--- src/rtl/display_pkg.sv ---
// Shared types and glyph tables for the seven-segment scan driver.
// Latency: none (declarations only).
// Backpressure: none (declarations only).
//
// Contents:
//   digit_t    - scan position, DIG0 is the rightmost digit
//   SEG_BLANK  - all segments off (active-low)
//   SEG_HEX    - active-low {g,f,e,d,c,b,a} glyphs for 0-9, A, b, C, d, E, F
//   anode_on   - active-low one-hot anode pattern for a scan position
package display_pkg;

  typedef enum logic [1:0] {
    DIG0 = 2'd0,
    DIG1 = 2'd1,
    DIG2 = 2'd2,
    DIG3 = 2'd3
  } digit_t;

  localparam logic [6:0] SEG_BLANK = 7'h7F;
  localparam logic [3:0] AN_OFF    = 4'hF;

  // Index = nibble value; bit 6 is segment g, bit 0 is segment a; 0 = lit.
  localparam logic [6:0] SEG_HEX [16] = '{
    7'h40,  // 0
    7'h79,  // 1
    7'h24,  // 2
    7'h30,  // 3
    7'h19,  // 4
    7'h12,  // 5
    7'h02,  // 6
    7'h78,  // 7
    7'h00,  // 8
    7'h10,  // 9
    7'h08,  // A
    7'h03,  // b
    7'h46,  // C
    7'h21,  // d
    7'h06,  // E
    7'h0E   // F
  };

  function automatic logic [3:0] anode_on(input digit_t d);
    logic [3:0] onehot;
    onehot = 4'b0001 << d;
    return ~onehot;
  endfunction

endpackage

--- src/rtl/hex_to_7seg.sv ---
// Nibble to active-low seven-segment glyph decoder.
// Latency: combinational.
// Backpressure: none.
//
// Ports:
//   nibble  in   4  hex digit to render
//   seg     out  7  {g,f,e,d,c,b,a}, active-low; every nibble value has a glyph
module hex_to_7seg
  import display_pkg::*;
(
  input  logic [3:0] nibble,
  output logic [6:0] seg
);

  assign seg = SEG_HEX[nibble];

endmodule

--- src/rtl/hex_scan_driver.sv ---
// Time-multiplexed 4-digit seven-segment scan driver with blanking gap per digit slot.
// Latency: 1 clk from value/slot state to pins; a load shows up from the following cycle on.
// Backpressure: none; load is accepted every cycle (held high = transparent).
//
// Ports:
//   clk        in   1   system clock
//   reset_n    in   1   asynchronous active-low reset
//   data_in    in   16  value to display, [3:0] = rightmost digit
//   load       in   1   capture data_in / dp_in on this edge
//   dp_in      in   4   per-digit decimal point request, active-high
//   seg        out  7   segments {g,f,e,d,c,b,a}, active-low
//   dp         out  1   decimal point, active-low
//   an         out  4   digit anodes, active-low
//   scan_tick  out  1   one-cycle pulse when the slot counter wraps
//
// Build option: define LZ_BLANK_EN to keep leading-zero digits (other than
// digit 0) dark. Slot timing is identical either way.
module hex_scan_driver
  import display_pkg::*;
#(
  parameter int REFRESH_DIV  = 50000,
  parameter int BLANK_CYCLES = 500
) (
  input  logic        clk,
  input  logic        reset_n,
  input  logic [15:0] data_in,
  input  logic        load,
  input  logic [3:0]  dp_in,
  output logic [6:0]  seg,
  output logic        dp,
  output logic [3:0]  an,
  output logic        scan_tick
);

  localparam int              CNT_W     = (REFRESH_DIV > 1) ? $clog2(REFRESH_DIV) : 1;
  localparam logic [CNT_W-1:0] CNT_LAST = CNT_W'(REFRESH_DIV - 1);
  localparam logic [CNT_W-1:0] BLANK_END = CNT_W'(BLANK_CYCLES);

  logic [15:0]      value_q;
  logic [3:0]       dpreq_q;
  logic [CNT_W-1:0] cnt_q;
  digit_t           digit_q;
  digit_t           digit_d;

  logic             wrap;
  logic [3:0]       nibble;
  logic             dp_sel;
  logic [6:0]       glyph;
  logic             dark;
  logic             in_gap;

  logic [6:0]       seg_d;
  logic             dp_d;
  logic [3:0]       an_d;

  // ---------------------------------------------------------------
  // Display value: single register so value and digit index always
  // come from the same snapshot, even when load lands on a wrap.
  // ---------------------------------------------------------------
  always_ff @(posedge clk or negedge reset_n) begin
    if (!reset_n) begin
      value_q <= 16'h0000;
      dpreq_q <= 4'h0;
    end else if (load) begin
      value_q <= data_in;
      dpreq_q <= dp_in;
    end
  end

  // ---------------------------------------------------------------
  // Slot counter
  // ---------------------------------------------------------------
  assign wrap = (cnt_q == CNT_LAST);

  always_ff @(posedge clk or negedge reset_n) begin
    if (!reset_n) begin
      cnt_q <= '0;
    end else if (wrap) begin
      cnt_q <= '0;
    end else begin
      cnt_q <= cnt_q + 1'b1;
    end
  end

  // ---------------------------------------------------------------
  // Digit FSM: advances exactly once per slot wrap.
  // ---------------------------------------------------------------
  always_ff @(posedge clk or negedge reset_n) begin
    if (!reset_n) begin
      digit_q <= DIG0;
    end else begin
      digit_q <= digit_d;
    end
  end

  always_comb begin
    digit_d = digit_q;
    if (wrap) begin
      case (digit_q)
        DIG0:    digit_d = DIG1;
        DIG1:    digit_d = DIG2;
        DIG2:    digit_d = DIG3;
        DIG3:    digit_d = DIG0;
        default: digit_d = DIG0;
      endcase
    end
  end

  // ---------------------------------------------------------------
  // Nibble / decimal-point select for the current digit
  // ---------------------------------------------------------------
  always_comb begin
    nibble = value_q[3:0];
    dp_sel = dpreq_q[0];
    case (digit_q)
      DIG0: begin nibble = value_q[3:0];   dp_sel = dpreq_q[0]; end
      DIG1: begin nibble = value_q[7:4];   dp_sel = dpreq_q[1]; end
      DIG2: begin nibble = value_q[11:8];  dp_sel = dpreq_q[2]; end
      DIG3: begin nibble = value_q[15:12]; dp_sel = dpreq_q[3]; end
      default: begin nibble = value_q[3:0]; dp_sel = dpreq_q[0]; end
    endcase
  end

  hex_to_7seg u_dec (
    .nibble (nibble),
    .seg    (glyph)
  );

  // A digit is a leading zero when it and every digit to its left are 0.
  // Digit 0 is never suppressed so a zero value still shows "0".
`ifdef LZ_BLANK_EN
  always_comb begin
    dark = 1'b0;
    case (digit_q)
      DIG0:    dark = 1'b0;
      DIG1:    dark = (value_q[15:4]  == 12'h000);
      DIG2:    dark = (value_q[15:8]  == 8'h00);
      DIG3:    dark = (value_q[15:12] == 4'h0);
      default: dark = 1'b0;
    endcase
  end
`else
  assign dark = 1'b0;
`endif

  // ---------------------------------------------------------------
  // Output stage. Every slot starts with cnt = 0 inside the gap, so the
  // last lit cycle of one digit is always followed by at least one fully
  // dark cycle before the next digit's anode drops.
  // ---------------------------------------------------------------
  assign in_gap = (cnt_q < BLANK_END);

  always_comb begin
    an_d  = AN_OFF;
    seg_d = SEG_BLANK;
    dp_d  = 1'b1;
    if (!in_gap && !dark) begin
      an_d  = anode_on(digit_q);
      seg_d = glyph;
      dp_d  = ~dp_sel;
    end
  end

  always_ff @(posedge clk or negedge reset_n) begin
    if (!reset_n) begin
      seg       <= SEG_BLANK;
      dp        <= 1'b1;
      an        <= AN_OFF;
      scan_tick <= 1'b0;
    end else begin
      seg       <= seg_d;
      dp        <= dp_d;
      an        <= an_d;
      scan_tick <= wrap;
    end
  end

endmodule

--- config.mk ---
export PLATFORM = sky130hd
export DESIGN_NAME = hex_scan_driver
export DESIGN_NICKNAME = d
export VERILOG_FILES = /design/src/rtl/display_pkg.sv /design/src/rtl/hex_to_7seg.sv /design/src/rtl/hex_scan_driver.sv
export SDC_FILE = /design/constraint.sdc
export NUM_CORES = 1
export LEC_CHECK = 0
export ABC_AREA = 1
export BUFFER_PORTS_ARGS = -buffer_cell sky130_fd_sc_hd__buf_2
export CAP_MARGIN = 30
export CORE_MARGIN = 1
export CORE_UTILIZATION = 62
export CTS_CLUSTER_DIAMETER = 120
export DETAILED_ROUTE_END_ITERATION = 8
export GPL_ROUTABILITY_DRIVEN = 0
export MAX_ROUTING_LAYER = met4
export PLACE_DENSITY_LB_ADDON = 0.3
export SYNTH_ARGS = -nofsm -noshare
export SYNTH_HDL_FRONTEND = slang
export SYNTH_SLANG_ARGS = --single-unit
--- constraint.sdc ---
create_clock -name clk -period 4 [get_ports clk]
set_clock_uncertainty 0.1 [all_clocks]
set_input_delay 0.2 -clock clk [delete_from_list [all_inputs] [get_ports clk]]
set_output_delay 0.2 -clock clk [all_outputs]
set_load 0.005 [all_outputs]
==> metrics.md, run 1 <==
| Metric | Value |
|---|---|
| R2r setup slk | `1.74 ns` |
| Clk sinks | `51` |
| Hold path endpoint | `value_q[1]` |
| Ports | `36` |
| Largest net degree at the start of global routing | `29` |
| Syn_nets | `333` |
| Crit share post-route | `56.4%` |
| Sw Pwr | `229 uW` |
| PwrDens | `332 mW/mm^2` |
| DR vias/cell | `5.25` |
| Starting DRT DRC Count | `155` |
| Cell count after synthesis | `298` |
| Area growth, synth to finish | `13.7%` |
| Avg WL per Cell | `13.4 um` |
| Register area share after synthesis | `48.2%` |
| Avg Cell Area, Syn | `8.99 sq um` |
| NumNets Final | `374` |
| Comb power frac | `9.4%` |
| Longest Clk Path Bufs | `2` |
| Switching share of power | `22.7%` |
| R2R cell count | `11` |
| Share of layout cells above drive strength 1 | `28.8%` |
| Total congestion overflow | `0` |
| Hold WC Path Type | `in2reg` |
| RSZ-0062 raised after global routing | `no` |
| Clock Tree Root | `clkbuf_8` |
| FF+latch count, synth | `51` |
| Worst Hold Path Cells | `3` |
| Most common cell in the netlist | `nand2_1` |
| Drt first pass iters | `4` |
| Htree depth | `2` |
| Synthesis Warnings | `0` |
| DP Worst Slack | `1.81 ns` |
| Post-detail-place hpwl | `3830 um` |
| Hold WS | `0.0188 ns` |
| Number of flops mapped to enable cells by yosys | `0` |
| Post-synthesis cell area | `0.00268 sq mm` |
| Status | `finished, final reports clean` |
| Die X | `67.7 um` |
| Worst r2r dst | `seg[3]` |
| Residual DRC count | `0` |
| Setup bufs post-CTS | `0` |
| Worst slew pin tran | `0.553 ns` |
| Rel. slew slack | `63.1%` |
| CTS clk-pin slew, worst paths | `0.09 ns` |
| CP required | `4.15 ns` |
| First-pass GRT wire length | `9020 um` |
| Fin Setup TNS | `0 ns` |
| Final Max Tran Viols | `0` |
| Main synth FF type | `dfrtp_1` |
| IR drop worst, VDD | `0.255 mV` |
| Max Freq | `443 MHz` |
| Most common library cells after synthesis | `73 x nand2_1, 39 x dfrtp_1, 38 x nor2_1` |
| Initial Utilization | `65.6%` |
| Cell leakage power | `0.00146 uW` |
| Core Area | `0.00409 sq mm` |
| CP startpoint kind | `register` |
| Worst-skew pair later-pin latency | `0.30 ns` |
| Top cell type's share of synthesized area | `36.4%` |
| TritonCTS clock tree | `built` |
| Final setup viols | `0` |
| Die height | `67.7 um` |
| Hold Violations, Final | `0` |
| Top cells by area, synth | `dfrtp_1 36%, dfstp_2 12%, nand2_1 10%, mux2_2 7.6%, ha_1 5.6%` |
| Crit path kind | `reg2reg` |
| Crit end category | `register` |
| Int Pwr | `781 uW` |
| Vias post-DR | `2047` |
| Maximum fanout along the worst path | `8` |
| Worst Slack Setup Final | `1.74 ns` |
| Clk pwr share | `36.3%` |
| # diodes | `0` |
| Core Rows | `23` |
| Gr usage total | `27.8%` |
| Antenna Violating Nets Remaining | `0` |
| Post-synth ARST share | `100%` |
| Die area | `0.00459 sq mm` |
| Max Cap Violations | `0` |
| TritonCTS Buffers | `5` |
| Worst EP arrival | `2.40 ns` |
| Hold Crit Start | `data_in[1]` |
| Vias in the first global route | `2073` |
| Netlist cell types | `31` |
| Seq pwr share | `54.3%` |
| I/O Buffers | `35` |
| Reg2reg start | `digit_q[0]` |
| Tmin final | `2.26 ns` |
| Yosys top cell by area | `dfrtp_1` |
| WL final | `5220 um` |
| Number of antenna violations at the first check in global routing | `0` |
-- through the flow --
stage | std cells | instance area [sq um] | util [%] | total power (uW)
floorplan | 298 | 2680 | - | 613
global placement | 379 | 2890 | 70.7 | 644
detailed placement | 380 | 2910 | 71.2 | 650
CTS | 390 | 3050 | 74.5 | 1020
global route | 390 | 3050 | 74.5 | 1060
finish | 390 | 3050 | 74.5 | 1010
-- worst max-delay path by stage --
stage / start / end / slack [ns] / cells after the start
6_report: digit_q[0] / seg[3] / 1.74 / 11
5_1_grt: digit_q[0] / seg[5] / 1.58 / 11
4_1_cts: digit_q[0] / seg[3] / 1.76 / 11
3_5_place_dp: digit_q[0] / seg[3] / 1.81 / 11
3_3_place_gp: digit_q[0] / seg[3] / 1.92 / 11
2_1_floorplan: digit_q[0] / seg[3] / 2.05 / 12
-- cell type report --
class	instances	area (sq um)
fillers	297	1040
inverters	33	129
flip-flops and latches	51	1290
well taps	50	62.6
multi-input cells	210	1230
repair buffers	38	215
clock inverters	2	35.0
clock buffers	6	82.6
-- placed cells by master (no fill, tap or decap), drive strengths merged, types with 2 or more instances in the layout --
| cell | instances |
|---|---|
| nand3 | 27 |
| inv | 33 |
| nand2 | 80 |
| dlygate4sd3 | 2 |
| xor2 | 6 |
| a21oi | 4 |
| dfrtp | 39 |
| nor3 | 5 |
| o21ai | 8 |
| ha | 12 |
| clkbuf | 6 |
| buf | 36 |
| mux2 | 18 |
| nor2 | 42 |
| nand4 | 4 |
| dfstp | 12 |
-- repair_timing --
item	in CTS	in global routing
hold buffers	2	0
endpoints found under the hold margin	16	0
gates resized for setup	0	0
-- sequential cells by signal, indices dropped and copies added (netlist names) --
| signal | flops |
|---|---|
| cnt_q | 16 |
| value_q | 16 |
| seg | 7 |
| an | 4 |
| dpreq_q | 4 |
| digit_q | 2 |
| dp | 1 |
| scan_tick | 1 |
-- cells by family after synthesis --
| logic type | synth area share (%) |
|---|---|
| AOI/OAI and AO/OA | 4.06 |
| xor gates and xnor gates | 2.29 |
| muxes | 7.57 |
| and+or+nand+nor | 26.4 |
| buffers and inverters | 5.89 |
| adders and majority gates | 5.60 |
| DFF | 48.2 |
-- power groups by stage --
stage	registers (uW)	clock network, uW	logic, uW
final	548	367	95.0
after global routing	551	396	109
after CTS	548	376	95.1
after detailed placement	558	0	92.7
after global placement	557	0	87.4
after floorplan	553	0	59.8
-- layer usage --
metal	track usage (%)	wire, um	up-vias	share of wire [%]
met5	-	0	-	0
met4	15.7	165	0	3.2
met3	5.57	232	20	4.4
met2	43.2	2490	74	48
met1	33.5	2340	924	45
li1	-	-	1029	-
-- critical path, stage by stage, from the launching register on --
cell and delay [ns]:
dfrtp_1 0.40, inv_1 0.11, ha_1 0.35, inv_4 0.14
nand2_1 0.08, o21bai_1 0.36, ha_1 0.31, inv_1 0.09
nand3_1 0.08, nand3_1 0.09, nand2_1 0.05, nand2_1 0.05
No activity file was read; power rests on OpenSTA's default activity.
==> run 2, diff against run 1 <==
--- a/config.mk
+++ b/config.mk
@@ -9,7 +9,7 @@
 export BUFFER_PORTS_ARGS = -buffer_cell sky130_fd_sc_hd__buf_2
 export CAP_MARGIN = 30
 export CORE_MARGIN = 1
-export CORE_UTILIZATION = 62
+export CORE_UTILIZATION = 57
 export CTS_CLUSTER_DIAMETER = 120
 export DETAILED_ROUTE_END_ITERATION = 8
 export GPL_ROUTABILITY_DRIVEN = 0
==> constraint.sdc (replaced) <==
create_clock -name clk -period 2.33 [get_ports clk]
set_clock_uncertainty 0.1 [all_clocks]
set_input_delay 0.1165 -clock clk [delete_from_list [all_inputs] [get_ports clk]]
set_output_delay 0.1165 -clock clk [all_outputs]
set_load 0.005 [all_outputs]
==> run 2 against run 1 <==
  * Critical path depth unchanged
  * Register-to-register slack got worse by 1.5 ns
  * Sequential share of layout area shrank 2.7 points
  * Hold slack improved by 0.16 ns
  * Power increased by 72%
  * Fmax is 7.2% higher
  * Design area increased by 6.9%
  * Via count grew 3.5%
  * Combinational power rose by 100%
  * Critical path type unchanged
  * Largest cell class unchanged
==> metrics.md, run 2 (synthesis results as in run 1) <==
| Metric | Value |
|---|---|
| Die X | `70.6 um` |
| Most frequent cells in the layout | `73 x nand2_1, 39 x dfrtp_1, 38 x nor2_1` |
| R2R cell count | `11` |
| Hold WC Path Type | `in2reg` |
| # diodes | `0` |
| Avg WL per Cell | `13.6 um` |
| Total congestion overflow | `0` |
| Gr usage total | `26.3%` |
| Most common cell after layout, fill and taps aside | `nand2_1` |
| Tmin final | `2.10 ns` |
| Number of antenna violations at the first check in global routing | `0` |
| Maximum fanout along the worst path | `7` |
| DR vias/cell | `5.13` |
| RSZ-0062 raised after global routing | `no` |
| Crit path kind | `reg2reg` |
| Residual DRC count | `0` |
| Longest Clk Path Bufs | `2` |
| Hold Violations, Final | `0` |
| Crit path launch | `digit_q[1]` |
| Starting DRT DRC Count | `148` |
| Vias post-DR | `2119` |
| Status | `finished, final reports clean` |
| Drt first pass iters | `4` |
| Antenna Violating Nets Remaining | `0` |
| I/O Buffers | `35` |
| DP Worst Slack | `0.162 ns` |
| Initial Utilization | `60.3%` |
| Clk sinks | `51` |
| Vias in the first global route | `2171` |
| CP startpoint kind | `register` |
| NumNets Final | `395` |
| Share of layout cells above drive strength 1 | `27.7%` |
| CP Capture Point | `seg[3]` |
| TritonCTS clock tree | `built` |
| WL final | `5630 um` |
| Final Max Tran Viols | `0` |
| Worst-skew pair later-pin latency | `0.30 ns` |
| Fin Setup TNS | `0 ns` |
| Core Rows | `24` |
| Placed instance count | `384` |
| Cell Count, Final, Fillers Out | `413` |
| Final setup viols | `0` |
| Worst slew pin tran | `0.536 ns` |
| Top sig layer | `met4` |
| Reg2reg start | `digit_q[1]` |
| Crit share post-route | `90.3%` |
| CTS clk-pin slew, worst paths | `0.09 ns` |
| Fillers | `309` |
| Area growth, synth to finish | `21.5%` |
| Hold WS | `0.184 ns` |
| Post-detail-place hpwl | `3900 um` |
| Rel. slew slack | `64.3%` |
| First-pass GRT wire length | `9910 um` |
| Max Cap Violations | `0` |
| R2r setup slk | `0.23 ns` |
| Die area | `0.00498 sq mm` |
| Worst r2r dst | `seg[3]` |
| Biggest regs | `cnt_q: 16 flops, value_q: 16 flops, seg: 7 flops` |
| Htree depth | `2` |
| Ports | `36` |
| Cell leakage power | `0.00154 uW` |
| Worst Slack Setup Final | `0.226 ns` |
| Crit end category | `register` |
| CP required | `2.48 ns` |
| Largest net degree at the start of global routing | `29` |
| Met2 wire length | `2870 um` |
| Die height | `70.6 um` |
| TritonCTS Buffers | `5` |
| Wire length on met3 | `183 um` |
| Max Freq | `475 MHz` |
| Worst EP arrival | `2.25 ns` |
| IR drop worst, VDD | `0.448 mV` |
| Core Area | `0.00444 sq mm` |
| Setup bufs post-CTS | `0` |
| DRT met1 WL | `2490 um` |
| Clock Tree Root | `clkbuf_8` |
| PwrDens | `533 mW/mm^2` |
==> run 2: worst min-delay path by stage <==
| stage | from | end | cells after the start |
|---|---|---|---|
| after CTS | load | value_q[1] | 3 |
| final | load | value_q[1] | 3 |
| after global routing | load | value_q[2] | 3 |
| after detailed placement | reset_n | cnt_q[12] | 1 |
| after global placement | reset_n | cnt_q[12] | 1 |
| after floorplan | reset_n | cnt_q[0] | 0 |
==> run 2: report_power, final <==
part | total (uW) | switching [uW] | internal [uW]
Sequential | 942 | 22.4 | 920
Clock | 604 | 284 | 320
Combinational | 190 | 94.7 | 95.3
Total | 1740 | 401 | 1340
==> run 2: layer usage <==
layer,GRT usage [%],up-vias
li1,-,1069
met1,32.0,996
met2,45.5,47
met3,4.27,7
met4,8.22,0
met5,-,-
==> run 2: worst max-delay path, stage by stage (launching register included) <==
cell      delay, ns
dfrtp_1        0.38
inv_1          0.11
ha_1           0.30
nand2_1        0.11
nand2_1        0.07
o21bai_1       0.35
ha_1           0.31
inv_1          0.07
nand3_1        0.07
nand3_1        0.09
nand2_1        0.05
nand2_1        0.05
==> run 2: final cells by class <==
| class | instances | area [sq um] | area share, % |
|---|---|---|---|
| repair buffers | 59 | 420 | 12.9 |
| clock inverters | 2 | 37.5 | 1.15 |
| clock buffers | 6 | 72.6 | 2.23 |
| inverters | 33 | 129 | 3.96 |
| flip-flops and latches | 51 | 1290 | 39.7 |
| multi-input cells | 210 | 1240 | 38.1 |
| well taps | 52 | 65.1 | 2.00 |
==> run 2: through the flow <==
| stage | power, uW | cell area (sq um) | util (%) |
|---|---|---|---|
| 2_1_floorplan | 1050 | 2680 | - |
| 3_3_place_gp | 1110 | 2930 | 65.8 |
| 3_5_place_dp | 1120 | 2930 | 65.8 |
| 4_1_cts | 1750 | 3250 | 73.0 |
| 5_1_grt | 1800 | 3260 | 73.3 |
| 6_report | 1740 | 3260 | 73.3 |
==> run 2: repair_timing <==
item | CTS | global route
endpoints found under the setup margin | 0 | 2
hold endpoints to repair | 36 | 0
hold buffers | 21 | 0
resized for setup | 0 | 2
